--- src/rtl/mac_razor_pkg.sv ---
// Shared types and helpers for the timing-speculative MAC processing element.
// Latency: n/a (package only).
// Backpressure: n/a (package only).
package mac_razor_pkg;

  localparam int DEF_DATA_W    = 8;
  localparam int DEF_ACC_W     = 24;
  localparam int DEF_ERR_CNT_W = 16;

  // Widest accumulator the product-sum helper can evaluate exactly.
  localparam int MAX_ACC_W = 64;

  typedef enum logic {
    MODE_PASS = 1'b0,  // addend comes from the upstream PE
    MODE_ACC  = 1'b1   // addend is the local accumulator
  } acc_mode_e;

  // addend + a*b on zero-extended operands; callers truncate to ACC_W,
  // which yields the wrap-around sum mod 2^ACC_W.
  function automatic logic [MAX_ACC_W-1:0] prod_sum(
    input logic [MAX_ACC_W-1:0] addend,
    input logic [MAX_ACC_W-1:0] a,
    input logic [MAX_ACC_W-1:0] b
  );
    return addend + a * b;
  endfunction

endpackage

--- src/rtl/mac_razor_shadow_chk.sv ---
// Shadow checker: holds the operands of the last accepted beat and recomputes its result.
// Latency: mismatch/shadow valid in the cycle after the capture edge (combinational from op regs).
// Backpressure: none itself; the top stalls input on mismatch.
module mac_razor_shadow_chk
  import mac_razor_pkg::*;
#(
  parameter int DATA_W = DEF_DATA_W,
  parameter int ACC_W  = DEF_ACC_W
) (
  input  logic              clk,
  input  logic              rst,
  input  logic              cap,
  input  logic [DATA_W-1:0] activ,
  input  logic [DATA_W-1:0] weight,
  input  logic [ACC_W-1:0]  addend,
  input  logic              mode,
  input  logic [ACC_W-1:0]  main_q,
  output logic              mismatch,
  output logic [ACC_W-1:0]  shadow,
  output logic              chk_mode
);

  logic [DATA_W-1:0] op_activ;
  logic [DATA_W-1:0] op_weight;
  logic [ACC_W-1:0]  op_addend;
  logic              op_mode;
  logic              chk_pend;

  // Capture true operands at every accept; a check is pending only for the cycle after.
  always_ff @(posedge clk) begin
    if (rst) begin
      op_activ  <= '0;
      op_weight <= '0;
      op_addend <= '0;
      op_mode   <= 1'b0;
      chk_pend  <= 1'b0;
    end else begin
      chk_pend <= cap;
      if (cap) begin
        op_activ  <= activ;
        op_weight <= weight;
        op_addend <= addend;
        op_mode   <= mode;
      end
    end
  end

  assign shadow   = ACC_W'(prod_sum(MAX_ACC_W'(op_addend), MAX_ACC_W'(op_activ),
                                    MAX_ACC_W'(op_weight)));
  assign mismatch = chk_pend && (shadow != main_q);
  assign chk_mode = op_mode;

endmodule

--- src/rtl/mac_pe_razor.sv ---
// Timing-speculative MAC PE: psum_out = addend + activ*weight, shadow-checked and replayed on error.
// Latency: 1 cycle to psum_out; a corrected re-issue follows one cycle later on mismatch.
// Backpressure: in_ready drops for the check cycle of a mismatching beat (one-cycle bubble).
// Optional build macro: RAZOR_ERR_INJECT_EN adds inj_en/inj_mask to corrupt the main path.
module mac_pe_razor
  import mac_razor_pkg::*;
#(
  parameter int DATA_W    = DEF_DATA_W,
  parameter int ACC_W     = DEF_ACC_W,
  parameter int ERR_CNT_W = DEF_ERR_CNT_W
) (
  input  logic                 clk,
  input  logic                 rst,
  input  logic                 in_valid,
  output logic                 in_ready,
  input  logic [DATA_W-1:0]    activ_in,
  input  logic [DATA_W-1:0]    weight_in,
  input  logic [ACC_W-1:0]     psum_in,
  input  logic                 acc_mode,
  input  logic                 acc_clr,
  output logic [DATA_W-1:0]    activ_out,
  output logic [ACC_W-1:0]     psum_out,
  output logic                 out_valid,
  output logic                 out_replay,
  output logic                 err_pulse,
  output logic [ERR_CNT_W-1:0] err_cnt
`ifdef RAZOR_ERR_INJECT_EN
  ,
  input  logic                 inj_en,
  input  logic [ACC_W-1:0]     inj_mask
`endif
);

  generate
    if (ACC_W < 2 * DATA_W || ACC_W > MAX_ACC_W) begin : g_bad_acc_w
      $error("mac_pe_razor: ACC_W must lie in [2*DATA_W, MAX_ACC_W]");
    end
  endgenerate

  logic [ACC_W-1:0] acc_q;
  logic [ACC_W-1:0] addend;
  logic [ACC_W-1:0] sum;
  logic [ACC_W-1:0] err_mask;
  logic [ACC_W-1:0] main_sum;
  logic [ACC_W-1:0] shadow;
  logic             mismatch;
  logic             chk_mode;
  logic             accept;
  logic             mode_acc;

`ifdef RAZOR_ERR_INJECT_EN
  assign err_mask = inj_en ? inj_mask : '0;
`else
  assign err_mask = '0;
`endif

  assign mode_acc = (acc_mode == MODE_ACC);
  assign in_ready = !rst && !mismatch;
  assign accept   = in_valid && in_ready;

  // A clear on an accumulate beat makes that beat start from zero.
  assign addend   = mode_acc ? (acc_clr ? '0 : acc_q) : psum_in;
  assign sum      = ACC_W'(prod_sum(MAX_ACC_W'(addend), MAX_ACC_W'(activ_in),
                                    MAX_ACC_W'(weight_in)));
  assign main_sum = sum ^ err_mask;

  mac_razor_shadow_chk #(
    .DATA_W (DATA_W),
    .ACC_W  (ACC_W)
  ) u_shadow_chk (
    .clk      (clk),
    .rst      (rst),
    .cap      (accept),
    .activ    (activ_in),
    .weight   (weight_in),
    .addend   (addend),
    .mode     (acc_mode),
    .main_q   (psum_out),
    .mismatch (mismatch),
    .shadow   (shadow),
    .chk_mode (chk_mode)
  );

  // Output register: new result on accept, corrected re-issue on mismatch, hold otherwise.
  always_ff @(posedge clk) begin
    if (rst) begin
      psum_out   <= '0;
      activ_out  <= '0;
      out_valid  <= 1'b0;
      out_replay <= 1'b0;
      err_pulse  <= 1'b0;
    end else begin
      out_valid  <= accept || mismatch;
      out_replay <= mismatch;
      err_pulse  <= mismatch;
      if (accept) begin
        psum_out  <= main_sum;
        activ_out <= activ_in;
      end else if (mismatch) begin
        psum_out <= shadow;
      end
    end
  end

  // Local accumulator: clear has priority over correction; accept and mismatch never coincide.
  always_ff @(posedge clk) begin
    if (rst) begin
      acc_q <= '0;
    end else if (accept && mode_acc) begin
      acc_q <= main_sum;
    end else if (acc_clr) begin
      acc_q <= '0;
    end else if (mismatch && chk_mode) begin
      acc_q <= shadow;
    end
  end

  // Saturating count of detected mismatches.
  always_ff @(posedge clk) begin
    if (rst) begin
      err_cnt <= '0;
    end else if (mismatch && (err_cnt != '1)) begin
      err_cnt <= err_cnt + ERR_CNT_W'(1);
    end
  end

endmodule
--- config.mk ---
export PLATFORM = sky130hd
export DESIGN_NAME = mac_pe_razor
export DESIGN_NICKNAME = d
export VERILOG_FILES = /design/src/rtl/mac_razor_pkg.sv /design/src/rtl/mac_razor_shadow_chk.sv /design/src/rtl/mac_pe_razor.sv
export SDC_FILE = /design/constraint.sdc
export NUM_CORES = 1
export LEC_CHECK = 0
export ABC_AREA = 0
export BUFFER_PORTS_ARGS = -buffer_cell sky130_fd_sc_hd__buf_4
export CAP_MARGIN = 20
export CORE_AREA = 2 2 147 149
export CTS_BUF_LIST = sky130_fd_sc_hd__clkbuf_8
export CTS_CLUSTER_SIZE = 24
export DETAILED_ROUTE_END_ITERATION = 6
export DIE_AREA = 0 0 149 151
export GPL_ROUTABILITY_DRIVEN = 0
export PLACE_DENSITY = 0.76
export SETUP_SLACK_MARGIN = 0.2
export SYNTH_ARGS = -nofsm -noshare
export SYNTH_HDL_FRONTEND = slang
export SYNTH_SLANG_ARGS = --single-unit
--- constraint.sdc ---
create_clock -name clk -period 9.2 [get_ports clk]
set_input_delay 0.46 -clock clk [delete_from_list [all_inputs] [get_ports clk]]
set_output_delay 0.46 -clock clk [all_outputs]
set_load 0.05 [all_outputs]
== Yosys cells after proc, flatten, opt, wreduce, memory -nomap -nowiden ==
Index checks and enable logic that the tools add are counted.

* Add/sub/neg operators: 3
* Multipliers: 2
* Equal/unequal tests: 2
* Muxes and demuxes: 7
* Reduce and logical (&&, ||, !) cells: 11

{| class="wikitable"
|+ Operators by type and width
! kind !! number
|-
| 24-bit two-way mux || 7
|-
| 24-bit by 16-bit adder with 24-bit output || 2
|-
| 8-bit by 8-bit multiplier with 16-bit output || 2
|-
| 24-bit != test || 1
|-
| 16-bit by 1-bit adder with 16-bit output, second input constant || 1
|-
| 16-bit != test, second input constant || 1
|-
| 1-bit logical AND || 6
|-
| 3-bit nonzero test || 1
|-
| 1-bit zero test || 2
|-
| 2-bit nonzero test || 1
|-
| 1-bit logical OR || 1
|}

* Bits in registers: 108
* Bits of input ports: 45
* Word-level logic and storage cells: 35

== Depth between registers and ports, before layout ==
Gate-level depths: netlist of run 1.

* Depth in word-level cells: 9
* Depth in mapped cells: 25

== By module ==
From an unflattened synthesis of run 1, not the netlist that was laid out.

* Cell total of the unflattened synthesis: 1392
* Area, all modules: 11606.1 µm²

{| class="wikitable"
|+ By module, submodules not included
! module !! instances !! cells each !! area each (µm²) !! sequential area each (µm²)
|-
| mac_pe_razor || 1 || 808 || 6605.1 || 1481.4
|-
| mac_razor_shadow_chk || 1 || 584 || 5001.0 || 840.8
|}

== Worst setup path after synthesis of run 1 ==
No wires, ideal clock.

* Path type: reg2out
* Start: reg activ_out[5] (netlist name)
* End: out in_ready
* Arrival time: 5.937 ns
* Setup slack: 2.803 ns
* Stages on the path, launching flop included: 21
* Buffers on the path: 4
* Cell sequence: dfxtp_1 -> clkbuf_1 -> nand2_1 -> fa_1 -> fa_1 -> fa_1 -> fa_1 -> inv_1 -> ha_1 -> buf_4 -> o21a_1 -> o2bb2ai_1 -> a2111oi_0 -> a211oi_2 -> xnor2_1 -> nor4b_4 -> and3_4 -> a21oi_4 -> buf_4 -> buf_2 -> nor2_1

{| class="wikitable"
|+ RTL lines
! item !! line !! source
|-
| to (decl) || mac_pe_razor.sv:15 || <nowiki>output logic in_ready,</nowiki>
|}

==> impl_metrics.toml, run 1 <==
[synth]
ys_warn_count = 0
synthesis.nets = 1597
synth_area_um2 = 11300
synth.distinct_cells = 85
synth-seq-area-share = 0.192
postSynthAreaPerCell_um2 = 8.25
synth_edf_count = 0
synth_cells = 1369
synth_seq_cells = 108
synthArstFlopShare = 0
synth_flop_cell = "dfxtp_1"

[grt]
grt.total_usage = 0.296
grt_pass1_wl_um = 52100
antenna_found_initial = 0
grt_pass1_vias = 9930
grt_overflow_total = 0
grt_max_degree = 85

[cts]
worstSkewPairLatency_ns = 0.39
cts_tree = "built"
cts_buffers = 9
clk_transition_reported_paths_ns = 0.10
cts_root_buf = "clkbuf_8"
cts_max_level = 3
ctsResizeCount = 0
cts_buffer_depth = 2
clock-sinks = 108
holdBufCountCts = 0
post_cts_buffers = 0

[worst_setup_path]
crit_slowest_cell = "a211oi_1"
r2r-start = "activ_out[3]"
rr_worst_depth = 20
critPathMaxStageDelay_ns = 0.72
crit_chain = "nand2_1, fa_1, inv_1, ha_1, ha_1, inv_1, fa_1, inv_1, ha_1, fa_1, a21o_1, a211oi_1, nor3b_1, nor4_1, o2111a_1, and4_4, nand3_4, o21ai_4, nand3_4, a31o_2"
crit_path_end_kind = "register"
critPathTopFamily = "adder cells"
reg2reg_to = "u_shadow_chk.chk_mode"
setup.worst_path.start_class = "register"
cp.arrival_ns = 7.08
cp.buffers_inverters = 3
cp.required_ns = 9.48
ff2ff_setup_slack_ns = 2.40
path_class = "register to register"
critPathMaxFanout = 28

[sta]
setup_tns_ns = 0
fin_ws_ns = 2.40
drv_slew = 0
hold_viol = 0
tightest_slew_ns = 0.888
fmax_mhz = 147
clock_skew_ns = 0.0202
rsz0062_at_grt = "false"
finalCritPeriodShare = 0.739
setup_viol = 0
min_period_ns = 6.80
max-slew-margin-rel = 0.408

[floorplanning]
core_area_um2 = 20800
rows = 53
die_h_um = 151
die_w_um = 149
start_util = 0.542
num_io_pins = 97
dieArea_um2 = 22500

[cells_and_area]
mostFrequentLayoutCells = "164 x inv_1, 154 x nand2_1, 108 x dfxtp_1"
diodes = 0
layout.nets = 1622
final_common_cell = "inv_1"
drive_above_1_share = 0.109
area_growth_pct = 7.80

[worst_hold_path]
hp-class = "input port to register"
min_from = "psum_in[1]"
hold_depth = 3
holdPathEnd = "u_shadow_chk.op_addend[1]"

[place]
dp_slack_ns = 2.44
portBuffers = 96
dp_hpwl_um = 25300

[run_status]
run_status = "finished clean"

[power]
power_density_nw_per_um2 = 162
peakVddDrop_mv = 0.105
p_leak_nw = 5.47

[detailed_routing]
wl_per_cell_um = 19.4
via_per_inst = 6.02
dr.first_iter.drc_count = 857
vias = 10100
wl_um = 32400
firstDrtPassIters = 5
route.detailed.drc = 0
final_antenna_net_count = 0

[run]
cap_violations = 0
==> report_power, final <==
part,switching (mW),total (mW),internal [mW],leakage (nW)
sequential,0.0640,0.576,0.512,0.886
clock,0.178,0.287,0.109,0.0951
combinational,0.689,1.11,0.423,4.49
==> cells in the mapped netlist (10+ instances only) <==
| cell | count | area (um2) |
|---|---|---|
| o31ai_1 | 18 | 135 |
| nand2_1 | 154 | 578 |
| nor2_1 | 88 | 330 |
| o21ai_1 | 21 | 105 |
| fa_1 | 100 | 2000 |
| clkbuf_1 | 49 | 184 |
| and3_1 | 20 | 125 |
| xor2_1 | 24 | 210 |
| o2bb2ai_1 | 16 | 140 |
| nor2b_1 | 11 | 68.8 |
| o21ai_0 | 37 | 185 |
| nand4_1 | 23 | 144 |
| buf_2 | 25 | 125 |
| o211ai_1 | 47 | 353 |
| nor3_1 | 40 | 200 |
| o21a_1 | 10 | 75.1 |
| xnor2_1 | 33 | 289 |
| ha_1 | 83 | 1040 |
| a21oi_1 | 48 | 240 |
| inv_1 | 164 | 616 |
| a211oi_1 | 28 | 210 |
| and2_1 | 39 | 244 |
| dfxtp_1 | 108 | 2160 |
| nand3_1 | 26 | 130 |
==> how the worst max path moves through the flow <==
stage / start / slack (ns) / cells after the start / to
finish: activ_out[3] / 2.40 / 20 / u_shadow_chk.chk_mode
global route: activ_out[3] / 2.04 / 20 / u_shadow_chk.chk_mode
CTS: activ_out[3] / 2.40 / 20 / u_shadow_chk.chk_mode
detailed placement: activ_out[3] / 2.44 / 20 / u_shadow_chk.chk_mode
global placement: activ_out[3] / 2.64 / 20 / u_shadow_chk.chk_mode
floorplan: activ_out[5] / 2.80 / 20 / in_ready
==> worst min-delay path: stages <==
cell and delay, ns:
buf_4 0.08, a21oi_1 0.11, o21ai_1 0.12
==> through the flow <==
step                 util  std cells  cell area (um2)  power, mW  hold WS, ns
floorplan               -       1369            11300       1.38        0.471
CTS                 0.584       1674            12200       1.97        0.411
global placement    0.576       1658            12000       1.66        0.481
detailed placement  0.576       1658            12000       1.68        0.492
finish              0.584       1674            12200       1.98        0.419
global route        0.584       1674            12200       2.11        0.440
==> kinds of logic (layout without fill, tap and decap cells) <==
kind of cell,Yosys count,in the layout,share of synthesized area
buf+inv,253,283,0.0914
simple gates,447,447,0.195
compound gates,305,305,0.193
flops,108,108,0.192
fa+ha+maj,183,183,0.269
xor+xnor,58,58,0.0462
mux,15,15,0.0141
==> layer usage <==
layer	track usage	part of all wire
met5	0	0
met4	0.141	0.049
met3	0.0349	0.058
met2	0.517	0.49
met1	0.364	0.40
==> layout make-up <==
| cell class | instances | area, um2 |
|---|---|---|
| clock buffer | 10 | 138 |
| clock inverter | 6 | 46.3 |
| fill | 1915 | 8650 |
| inverter | 165 | 619 |
| multi-input combinational | 1008 | 8090 |
| sequential | 108 | 2160 |
| tap | 275 | 344 |
| timing repair buffer | 102 | 766 |
==> sequential cells by signal (all words and copies together), names as in the netlist <==
name / flops
u_shadow_chk.op_addend: 24
u_shadow_chk.chk_mode: 1
u_shadow_chk.chk_pend: 1
err_cnt: 16
acc_q: 24
out_valid: 1
activ_out: 8
u_shadow_chk.op_weight: 8
err_pulse: 1
psum_out: 24
Note: power is estimated with default switching activity, not from simulation.
==> run 2, diff against run 1 <==
- clock period: 9.2 -> 6.71 ns (I/O delays scaled with it)
==> impl_metrics.toml, run 2 (synthesized netlist as in run 1, its figures left out) <==
[floorplanning]
die_w_um = 149
dieArea_um2 = 22500
rows = 53
die_h_um = 151
core_area_um2 = 20800
num_io_pins = 97
start_util = 0.542

[cts]
cts_buffers = 9
cts_buffer_depth = 2
cts_max_level = 3
worstSkewPairLatency_ns = 0.41
clk_transition_reported_paths_ns = 0.11
cts_root_buf = "clkbuf_8"
cts_tree = "built"
clock-sinks = 108

[worst_setup_path]
reg2reg_to = "acc_q[14]"
cp.buffers_inverters = 2
setup.worst_path.start_class = "register"
ff2ff_setup_slack_ns = 0.54
path_class = "register to primary output"
crit_path_end_kind = "primary output"
cp.arrival_ns = 5.93
critPathMaxStageDelay_ns = 0.57
critPathMaxFanout = 10
crit_slowest_cell = "fa_1"
cp_common_cell = "fa_1"
cp.required_ns = 6.37
critPathTopFamily = "adder cells"
rr_worst_depth = 19
crit_chain = "nand2_1, fa_1, fa_1, fa_1, fa_1, inv_1, ha_1, xnor2_1, a311oi_1, nand4_1, nor4_1, o2111a_1, and4_4, and3_4, a21oi_4, nor2_1, buf_4"
r2r-start = "activ_out[6]"

[detailed_routing]
dr.first_iter.drc_count = 962
via_per_inst = 6.09
final_antenna_net_count = 0
vias = 10300
wl_per_cell_um = 19.6
route.detailed.drc = 0
firstDrtPassIters = 5
wl_um = 33100

[grt]
antenna_found_initial = 0
grt.total_usage = 0.305
grt_max_degree = 85
grt_overflow_total = 0
grt_pass1_wl_um = 53400
grt_pass1_vias = 10200

[worst_hold_path]
min_from = "psum_in[1]"
hold_depth = 3
hp-class = "input port to register"
holdPathEnd = "u_shadow_chk.op_addend[1]"

[sta]
max-slew-margin-rel = 0.424
hold_viol = 0
clock_skew_ns = 0.0191
tightest_slew_ns = 0.864
min_period_ns = 6.27
finalCritPeriodShare = 0.934
fmax_mhz = 159
drv_slew = 0
setup_tns_ns = 0
setup_viol = 0
rsz0062_at_grt = "true"

[cells_and_area]
final_common_cell = "inv_1"
drive_above_1_share = 0.120
diodes = 0
reg_top3 = "acc_q (24), psum_out (24), u_shadow_chk.op_addend (24)"
stdcell_count = 1687
fillers = 1905
layout.nets = 1635
area_growth_pct = 9.28
mostFrequentLayoutCells = "163 x inv_1, 154 x nand2_1, 113 x buf_4"

[place]
dp.cells = 1668
portBuffers = 96
dp_hpwl_um = 25400

[run]
cap_violations = 0

[power]
power_density_nw_per_um2 = 228
p_leak_nw = 5.54
peakVddDrop_mv = 0.121

[run_status]
run_status = "finished clean"
-- run 2: report_power, final --
| group | internal [mW] | switching, mW | total [mW] | leakage, nW |
|---|---|---|---|---|
| clock | 0.224 | 0.254 | 0.478 | 0.113 |
| combinational | 0.586 | 0.955 | 1.54 | 4.54 |
| sequential | 0.702 | 0.0914 | 0.793 | 0.886 |
| total | 1.51 | 1.30 | 2.81 | 5.54 |
-- run 2: worst max-delay path by stage --
stage                         to          from  slack, ns  cells past startpoint
floorplan               in_ready  activ_out[5]       0.44                     20
global placement    psum_out[16]  activ_out[3]       0.54                     18
detailed placement  psum_out[12]  activ_out[4]       0.35                     18
CTS                     in_ready  activ_out[5]       0.22                     17
global route            in_ready  activ_out[5]       0.15                     17
finish                  in_ready  activ_out[6]       0.44                     17
-- run 2: tightest hold or removal path, stage by stage --
cell	delay [ns]
buf_4	0.08
a21oi_1	0.10
o21ai_1	0.12
-- run 2: timing repair --
action | CTS | global route
setup buffers | 0 | 2
gates cloned | 1 | 0
pin swaps | 1 | 1
setup endpoints to repair | 1 | 37
gates resized for setup | 0 | 3
hold buffers | 0 | 0
-- run 2: metal layers --
| metal | wire, um | vias to the layer above | GRT usage | share of wire |
|---|---|---|---|---|
| met5 | 0 | - | 0 | 0 |
| met4 | 1910 | 0 | 0.166 | 0.058 |
| met3 | 2330 | 100 | 0.0485 | 0.071 |
| met2 | 15900 | 469 | 0.508 | 0.48 |
| met1 | 13000 | 4942 | 0.380 | 0.39 |
| li1 | - | 4761 | - | - |
-- run 2: per-stage QoR --
step	setup slack, ns	util	instance area, um2	hold WS, ns	total power, mW
after global routing	0.149	0.592	12300	0.280	3.01
after detailed placement	0.349	0.580	12100	0.485	2.33
after global placement	0.539	0.580	12100	0.478	2.30
after CTS	0.223	0.591	12300	0.258	2.81
after floorplan	0.437	-	11300	0.471	1.89
final	0.440	0.592	12300	0.274	2.81
-- run 2: area by class of cell --
class                      instances  area (um2)  area share
inverter                         165         619      0.0502
clock buffer                      10         138      0.0112
sequential                       108        2160       0.175
clock inverter                     6        93.8     0.00761
tap                              275         344      0.0279
multi-input combinational       1009        8110       0.657
timing repair buffer             114         868      0.0704
==> run 3, diff against run 2 <==
- RECOVER_POWER: unset -> 100
- SLEW_MARGIN: unset -> 0
==> impl_metrics.toml, run 3 (synthesized netlist as in run 1, its figures left out) <==
[run_status]
run_status = "finished clean"

[cells_and_area]
fillers = 1976
area_growth_pct = 7.51
multi_input_area_um2 = 8100
diodes = 0
area.sequential_um2 = 2160
fin_util = 0.583
drive_above_1_share = 0.0836
mostFrequentLayoutCells = "163 x inv_1, 154 x nand2_1, 108 x dfxtp_1"
final_common_cell = "inv_1"
reg_top3 = "acc_q (24), psum_out (24), u_shadow_chk.op_addend (24)"
layout.nets = 1635
final_design_area_no_fill_um2 = 12100
stdcell_count = 1687

[cts]
cts_tree = "built"
cts_max_level = 3
clk_transition_reported_paths_ns = 0.11
cts_root_buf = "clkbuf_8"
cts_buffer_depth = 2
cts_buffers = 9
clock-sinks = 108
worstSkewPairLatency_ns = 0.41

[sta]
setup_tns_ns = 0
drv_slew = 0
tightest_slew_ns = 0.861
hold_viol = 0
max-slew-margin-rel = 0.426
hold_slack_ns = 0.285
setup_viol = 0
fin_ws_ns = 0.431
min_period_ns = 6.28
clock_skew_ns = 0.0150
finalCritPeriodShare = 0.936
rsz0062_at_grt = "true"
fmax_mhz = 159

[detailed_routing]
vias = 10300
wl_per_cell_um = 19.6
dr.first_iter.drc_count = 838
firstDrtPassIters = 5
route.detailed.drc = 0
via_per_inst = 6.10
wl_um = 33100
final_antenna_net_count = 0

[worst_setup_path]
setup.worst_path.start_class = "register"
crit_path_end_kind = "primary output"
ff2ff_setup_slack_ns = 0.50
crit_path_start = "activ_out[4]"
reg2reg_to = "activ_out[2]"
endpoint = "in_ready"
critPathMaxFanout = 10
rr_worst_depth = 18
crit_chain = "nand2_1, fa_1, fa_1, fa_1, fa_1, inv_1, ha_1, o21ai_0, o21ai_0, a31oi_1, xnor2_1, xor2_1, nor3_2, and3_4, a21oi_4, nor2_1, buf_4"
cp.required_ns = 6.37
cp.arrival_ns = 5.94
path_class = "register to primary output"
r2r-start = "activ_out[4]"
crit_slowest_cell = "dfxtp_1"
critPathMaxStageDelay_ns = 0.61
cp_common_cell = "fa_1"

[place]
dp.cells = 1668
dp_hpwl_um = 25400
dp_slack_ns = 0.349
place_area_um2 = 12100
portBuffers = 96

[floorplanning]
num_io_pins = 97
dieArea_um2 = 22500
core_area_um2 = 20800
die_h_um = 151
start_util = 0.542
die_w_um = 149
rows = 53

[grt]
grt_pass1_vias = 10200
grt.total_usage = 0.305
grt_max_degree = 85
grt_pass1_wl_um = 53400
antenna_found_initial = 0
grt_overflow_total = 0

[worst_hold_path]
hp-class = "input port to register"

[run]
cap_violations = 0

[power]
power_density_nw_per_um2 = 229
total_power_mw = 2.78
peakVddDrop_mv = 0.121
p_leak_nw = 5.33
[run 3: cell types whose count changed in the layout (fill, tap and decap cells not counted), sizes merged]
cell / previous run / this run
buf: 114 / 62
clkbuf: 10 / 62
[run 3: final cells by class]
| type | count | area share |
|---|---|---|
| tap | 275 | 0.0284 |
| clock inverter | 6 | 0.00773 |
| inverter | 165 | 0.0510 |
| sequential | 108 | 0.178 |
| clock buffer | 10 | 0.0113 |
| multi-input combinational | 1009 | 0.668 |
| timing repair buffer | 114 | 0.0557 |
[run 3: where the power goes]
| group | internal (mW) | switching, mW | leakage, nW | total, mW |
|---|---|---|---|---|
| combinational | 0.554 | 0.955 | 4.33 | 1.51 |
| sequential | 0.702 | 0.0900 | 0.886 | 0.792 |
| clock | 0.224 | 0.255 | 0.113 | 0.479 |
| total | 1.48 | 1.30 | 5.33 | 2.78 |
[run 3: repair_timing]
action                                  4_1_cts  5_1_grt
gates resized for setup                       0        3
endpoints found under the setup margin        1       37
pin swaps                                     1        1
gates cloned                                  1        0
hold buffers                                  0        0
setup buffers                                 0        2
[run 3: metal layers]
| metal | vias to the layer above | track usage | routed length, um |
|---|---|---|---|
| met2 | 478 | 0.508 | 16000 |
| met1 | 4953 | 0.380 | 13000 |
| met5 | - | 0 | 0 |
| met3 | 94 | 0.0485 | 2340 |
| met4 | 0 | 0.166 | 1760 |
| li1 | 4759 | - | - |
[run 3: how the worst min path moves through the flow]
stage	start	end	slack (ns)	depth (start not counted)
final	psum_in[1]	u_shadow_chk.op_addend[1]	0.29	3
after global routing	psum_in[1]	u_shadow_chk.op_addend[1]	0.31	3
after CTS	psum_in[1]	u_shadow_chk.op_addend[1]	0.26	3
after detailed placement	err_cnt[4]	err_cnt[4]	0.48	2
after global placement	err_cnt[4]	err_cnt[4]	0.48	2
after floorplan	u_shadow_chk.op_addend[10]	u_shadow_chk.op_addend[10]	0.47	2
[run 3: critical path, delay by kind of cell (launching register included)]
kind                     cells  cell delay [ns]
adder cells (fa/ha/maj)      5             2.45
buffers and inverters        2             0.25
AND/OR/NAND/NOR              4             0.87
AO/OA/AOI/OAI                4             0.83
flip-flops                   1             0.61
XOR/XNOR                     2             0.53
